===== src/rtl/ledmatrix_pkg.sv =====
// Shared types and default geometry for the LED matrix scan logic.
package ledmatrix_pkg;

    typedef enum logic [2:0] {
        IDLE     = 3'd0,
        SHIFT_LO = 3'd1,
        SHIFT_HI = 3'd2,
        LATCH    = 3'd3,
        DISPLAY  = 3'd4,
        GAP      = 3'd5
    } scan_state_e;

    localparam int DEFAULT_COLS   = 64;
    localparam int DEFAULT_ROWS   = 8;
    localparam int DEFAULT_PLANES = 4;
    localparam int DEFAULT_BASE   = 16;

endpackage


===== src/rtl/bcm_ontime_timer.sv =====
// On-time counter for one BCM plane: counts DISPLAY cycles and decides the blank level of the next cycle.
// With BRIGHT_CTRL_EN the unblanked window shrinks to (BASE<<plane)*(bright+1)/16 cycles.
module bcm_ontime_timer
    import ledmatrix_pkg::*;
#(
    parameter int BASE   = DEFAULT_BASE,
    parameter int PLANES = DEFAULT_PLANES
) (
    input  logic       clk,
    input  logic       rst,
    input  logic       clear,
    input  logic       run,
    input  logic [1:0] plane,
`ifdef BRIGHT_CTRL_EN
    input  logic [3:0] bright,
`endif
    output logic       done,
    output logic       on_next
);
    // One spare bit so cnt_d can reach the full plane length without wrapping.
    localparam int CW = $clog2(BASE << (PLANES - 1)) + 1;

    logic [CW-1:0] cnt_q;
    logic [CW-1:0] cnt_d;
    logic [CW-1:0] len;

    assign len  = CW'(BASE) << plane;
    assign done = (cnt_q == len - CW'(1));

    always_comb begin
        cnt_d = cnt_q;
        if (clear) begin
            cnt_d = '0;
        end else if (run) begin
            cnt_d = cnt_q + CW'(1);
        end
    end

    always_ff @(posedge clk or negedge rst) begin
        if (!rst) begin
            cnt_q <= '0;
        end else begin
            cnt_q <= cnt_d;
        end
    end

`ifdef BRIGHT_CTRL_EN
    logic [3:0]    bright_q;
    logic [3:0]    bright_d;
    logic [CW+3:0] prod;

    // Brightness is captured on the LATCH edge, so the first DISPLAY cycle already uses the new value.
    assign bright_d = clear ? bright : bright_q;
    assign prod     = (CW+4)'(len) * (CW+4)'(bright_d) + (CW+4)'(len);
    assign on_next  = (cnt_d < prod[CW+3:4]);

    always_ff @(posedge clk or negedge rst) begin
        if (!rst) begin
            bright_q <= '0;
        end else if (clear) begin
            bright_q <= bright;
        end
    end
`else
    assign on_next = 1'b1;
`endif

endmodule


===== src/rtl/bcm_scan_ctrl.sv =====
// BCM scan controller: shifts COLS pixels per plane, latches, then displays for BASE<<plane cycles.
// Optional BRIGHT_CTRL_EN adds the bright[3:0] input that trims the unblanked part of DISPLAY.
module bcm_scan_ctrl
    import ledmatrix_pkg::*;
#(
    parameter int COLS   = DEFAULT_COLS,
    parameter int ROWS   = DEFAULT_ROWS,
    parameter int PLANES = DEFAULT_PLANES,
    parameter int BASE   = DEFAULT_BASE
) (
    input  logic       clk,
    input  logic       rst,
    input  logic       enable,
    input  logic       pix_valid,
`ifdef BRIGHT_CTRL_EN
    input  logic [3:0] bright,
`endif
    output logic [2:0] row,
    output logic [7:0] col,
    output logic [1:0] plane,
    output logic       sclk,
    output logic       lat,
    output logic       blank,
    output logic [2:0] disp_row,
    output logic       frame_start,
    output logic [2:0] dbg_state
);
    scan_state_e state_q;
    logic [2:0]  row_q;
    logic [7:0]  col_q;
    logic [1:0]  plane_q;
    logic [2:0]  disp_row_q;
    logic        sclk_q;
    logic        lat_q;
    logic        blank_q;
    logic        frame_start_q;
    logic        tmr_done;
    logic        tmr_on_next;

    bcm_ontime_timer #(
        .BASE   (BASE),
        .PLANES (PLANES)
    ) u_timer (
        .clk     (clk),
        .rst     (rst),
        .clear   (state_q == LATCH),
        .run     (state_q == DISPLAY),
        .plane   (plane_q),
`ifdef BRIGHT_CTRL_EN
        .bright  (bright),
`endif
        .done    (tmr_done),
        .on_next (tmr_on_next)
    );

    // Outputs are registered alongside the state, so each one reflects the state being entered.
    always_ff @(posedge clk or negedge rst) begin
        if (!rst) begin
            state_q       <= IDLE;
            row_q         <= '0;
            col_q         <= '0;
            plane_q       <= '0;
            disp_row_q    <= '0;
            sclk_q        <= 1'b0;
            lat_q         <= 1'b0;
            blank_q       <= 1'b1;
            frame_start_q <= 1'b0;
        end else begin
            sclk_q        <= 1'b0;
            lat_q         <= 1'b0;
            frame_start_q <= 1'b0;
            case (state_q)
                IDLE: begin
                    blank_q <= 1'b1;
                    if (enable) begin
                        state_q       <= SHIFT_LO;
                        row_q         <= '0;
                        col_q         <= '0;
                        plane_q       <= '0;
                        frame_start_q <= 1'b1;
                    end
                end
                SHIFT_LO: begin
                    if (pix_valid) begin
                        state_q <= SHIFT_HI;
                        sclk_q  <= 1'b1;
                    end
                end
                SHIFT_HI: begin
                    if (col_q == 8'(COLS - 1)) begin
                        state_q <= LATCH;
                        lat_q   <= 1'b1;
                        col_q   <= '0;
                    end else begin
                        state_q <= SHIFT_LO;
                        col_q   <= col_q + 8'd1;
                    end
                end
                LATCH: begin
                    state_q    <= DISPLAY;
                    disp_row_q <= row_q;
                    blank_q    <= !tmr_on_next;
                end
                DISPLAY: begin
                    if (tmr_done) begin
                        state_q <= GAP;
                        blank_q <= 1'b1;
                    end else begin
                        blank_q <= !tmr_on_next;
                    end
                end
                GAP: begin
                    if (plane_q == 2'(PLANES - 1)) begin
                        plane_q <= '0;
                        if (row_q == 3'(ROWS - 1)) begin
                            // Frame boundary: the only point where enable is honoured.
                            row_q <= '0;
                            if (enable) begin
                                state_q       <= SHIFT_LO;
                                frame_start_q <= 1'b1;
                            end else begin
                                state_q <= IDLE;
                            end
                        end else begin
                            row_q   <= row_q + 3'd1;
                            state_q <= SHIFT_LO;
                        end
                    end else begin
                        plane_q <= plane_q + 2'd1;
                        state_q <= SHIFT_LO;
                    end
                end
                default: begin
                    state_q <= IDLE;
                    blank_q <= 1'b1;
                end
            endcase
        end
    end

    assign row         = row_q;
    assign col         = col_q;
    assign plane       = plane_q;
    assign disp_row    = disp_row_q;
    assign sclk        = sclk_q;
    assign lat         = lat_q;
    assign blank       = blank_q;
    assign frame_start = frame_start_q;
    assign dbg_state   = state_q;

endmodule


===== config.mk =====
export PLATFORM = sky130hd
export DESIGN_NAME = bcm_scan_ctrl
export DESIGN_NICKNAME = d
export VERILOG_FILES = /design/src/rtl/ledmatrix_pkg.sv /design/src/rtl/bcm_ontime_timer.sv /design/src/rtl/bcm_scan_ctrl.sv
export SDC_FILE = /design/constraint.sdc
export NUM_CORES = 1
export LEC_CHECK = 0
export CAP_MARGIN = 20
export CORE_AREA = 2 2 57 112
export CTS_CLUSTER_DIAMETER = 200
export CTS_CLUSTER_SIZE = 28
export DETAILED_ROUTE_END_ITERATION = 10
export DIE_AREA = 0 0 59 114
export PLACE_DENSITY_LB_ADDON = 0.2
export RECOVER_POWER = 100
export SKIP_CTS_REPAIR_TIMING = 1
export SLEW_MARGIN = 20
export SYNTH_ARGS = -nofsm -noshare
export SYNTH_HDL_FRONTEND = slang
export SYNTH_SLANG_ARGS = --single-unit

===== constraint.sdc =====
create_clock -name clk -period 1.91 [get_ports clk]
set_input_delay 0.382 -clock clk [delete_from_list [all_inputs] [get_ports clk]]
set_output_delay 0.382 -clock clk [all_outputs]
set_load 0.02 [all_outputs]

==> flow_metrics.py <==
metrics = {
    "synthesis": {
        "syn_nets": 193,
        "synth_common_cells": "dfrtp_1, nand2_1, nor2_1",
        "synth_simple_gate_area_share_pct": 22.0,
        "synth_xor_area_share_pct": 3.58,
        "avgSynthCellArea_um2": 9.47,
        "synth_edf_count": 0,
        "synth-compound-area-share_pct": 15.2,
        "synth_area_um2": 1710,
        "synth_ff_type": "dfrtp_1",
        "synth.most_common_cell": "dfrtp_1",
        "async_flop_share_pct": 100,
        "post-synth-top-area-fraction_pct": 43.8,
        "synth_top_family_by_area": "simple AND/OR/NAND/NOR gates",
        "synthCells": 181,
        "synth_top_area_cell": "dfrtp_1",
        "ys_types": 41,
        "synth_fa_ha_area_share_pct": 5.84,
        "yosysWarnings": 0,
        "synthMuxAreaShare_pct": 3.58,
        "synth-seq-cells": 31,
        "synth.yosys.seq_area_share_pct": 45.3,
        "synth_area_leaders": "dfrtp_1, ha_1, nand2_1",
    },
    "drt": {
        "wl_um": 3880,
        "detail-route-antenna-nets": 0,
        "route.vias.total": 1419,
        "drc": 0,
        "drt_iter0_drc": 41,
        "dr.pass1.iters": 6,
        "via_per_inst": 5.00,
        "wl_per_cell_um": 13.7,
    },
    "place": {
        "pre_cts_ws_ns": 0.159,
        "dp_hpwl_um": 2780,
        "io_buffers": 26,
        "routabilityCongestion": 0.821,
    },
    "clocking": {
        "cts_tree": "built",
        "worst_skew_pair.late_latency_ns": 0.28,
        "cts.sinks": 31,
        "numCtsBuffers": 5,
        "htree_levels": 2,
        "clockRootBuffer": "clkbuf_16",
        "clk_pin_slew_ns": 0.05,
        "clockBufferDepth": 2,
    },
    "layout": {
        "multiInputGateArea_um2": 848,
        "nNetsFinal": 232,
        "fillCellCount": 616,
        "drive_gt1_share_pct": 10.9,
        "n_antenna_cell": 0,
        "register_area_um2": 777,
        "syn_to_final_growth_pct": 30.4,
    },
    "grt": {
        "antenna_found_initial": 0,
        "grt_max_degree": 32,
        "track_usage_pct": 13.3,
        "grt_pass1_wl_um": 6930,
        "grt_pass1_vias": 1424,
        "grt.overflow.total": 0,
    },
    "setup_path": {
        "rr_worst_depth": 5,
        "cp_slowest_cell": "clkdlybuf4s50_1",
        "worstPathCellList": "clkdlybuf4s50_1",
        "crit_arrival_ns": 1.44,
        "crit_start": "dbg_state[2]",
        "reg2reg_slack_ns": 0.20,
        "crit_fanout": 9,
        "max_stage_delay_ns": 0.66,
        "cp.required_ns": 1.53,
        "crit_buf_inv": 1,
        "rr_startpoint": "dbg_state[2]",
        "crit_family": "buffers and inverters",
        "critical_path_class": "reg2out",
        "startpoint_type": "flop",
        "r2r-end": "u_timer.cnt_q[6]",
        "endpoint_kind": "output pin",
    },
    "timing": {
        "period_minus_slack_ns": 1.82,
        "maxSlewHeadroom_pct": 47.6,
        "hold_ws_ns": 0.461,
        "setup_tns_ns": 0,
        "worst_pin_slew_ns": 0.786,
        "rsz0062_at_grt": "false",
        "skew_ns": 0.00550,
        "setup_viol": 0,
        "hold_viol_final": 0,
        "max_freq_mhz": 549,
        "fin_crit_sh_pct": 95.4,
        "slew_viol_final": 0,
        "setup_ws_ns": 0.0885,
    },
    "pwr": {
        "leakagePower_nw": 1.03,
        "power_density_nw_per_um2": 1290,
        "power.total_mw": 2.89,
        "peakVddDrop_mv": 0.644,
    },
    "floorplanning": {
        "core_um2": 5910,
        "io_pins": 27,
        "rows": 40,
        "die_w_um": 59,
        "die_h_um": 114,
        "dieArea_um2": 6730,
        "start_util_pct": 29.0,
    },
    "hold_path": {
        "holdPathStages": 2,
        "hold-path-endpoint": "disp_row[1]",
        "hold_path_startpoint": "disp_row[1]",
        "hold_path_class": "reg2reg",
    },
    "run_status": {
        "status": "finished, final reports clean",
    },
    "flow_run": {
        "drv_cap": 0,
    },
}
[cells by family (layout without fill, tap and decap cells)]
family	count (synthesis)	count (layout)
and+or+nand+nor	75	75
xor gates and xnor gates	7	7
AOI/OAI and AO/OA	38	38
buffers and inverters	16	56
adders and majority gates	8	8
DFF	31	31
muxes	6	6
[stage by stage]
step | instance area [um^2] | util (%) | std cells
after CTS | 2270 | 38.4 | 284
after global placement | 2110 | 35.8 | 276
after floorplan | 1710 | - | 181
after detailed placement | 2110 | 35.8 | 276
final | 2240 | 37.9 | 284
after global routing | 2240 | 37.9 | 284
[area by class of cell]
class / instances / share of cell area, %
repair buffers: 40 / 15.4
multi-input cells: 134 / 37.9
well taps: 63 / 3.53
clock buffers: 8 / 6.99
flip-flops and latches: 31 / 34.8
inverters: 8 / 1.34
[layer usage]
| metal | GRT usage (%) | part of all wire (%) |
|---|---|---|
| met1 | 18.7 | 47 |
| met2 | 19.6 | 49 |
| met3 | 3.06 | 3.2 |
| met4 | 4.70 | 1.6 |
| met5 | 0 | 0 |
[placed cells by master, fill, tap and decap left out, types with 3 or more instances in the layout]
cell | synthesis | routed
dfrtp_1 | 30 | 30
nand2_1 | 26 | 26
dlygate4sd3_1 | 0 | 19
nor2_1 | 18 | 18
a21oi_1 | 11 | 11
o21ai_0 | 10 | 10
buf_4 | 0 | 10
inv_1 | 8 | 8
ha_1 | 8 | 8
nand3_1 | 7 | 7
xnor2_1 | 7 | 7
clkdlybuf4s50_1 | 0 | 6
mux2i_1 | 5 | 5
clkbuf_16 | 0 | 5
clkbuf_1 | 4 | 5
nor2b_1 | 4 | 4
o31ai_1 | 4 | 4
and3_1 | 3 | 3
nor3_1 | 3 | 3
[state kept, by name, summed over array words and instances, names as in the netlist]
name and cells:
frame_start 1, plane 2, disp_row 3, blank 1, sclk 1, u_timer.cnt_q 8, col 8, dbg_state 3
row 3, lat 1
[power breakdown]
part | switching, mW | internal (mW) | total, mW
Combinational | 0.646 | 0.492 | 1.14
Clock | 0.275 | 0.554 | 0.829
Sequential | 0.129 | 0.797 | 0.926
Total | 1.05 | 1.84 | 2.89
[how the worst max path moves through the flow]
stage / end / cells after the start
after floorplan: u_timer.cnt_q[7] / 6
after global placement: col[6] / 5
after detailed placement: col[0] / 4
after CTS: dbg_state[1] / 2
after global routing: dbg_state[2] / 1
final: dbg_state[2] / 1
Power figures use the tool's default switching activity.
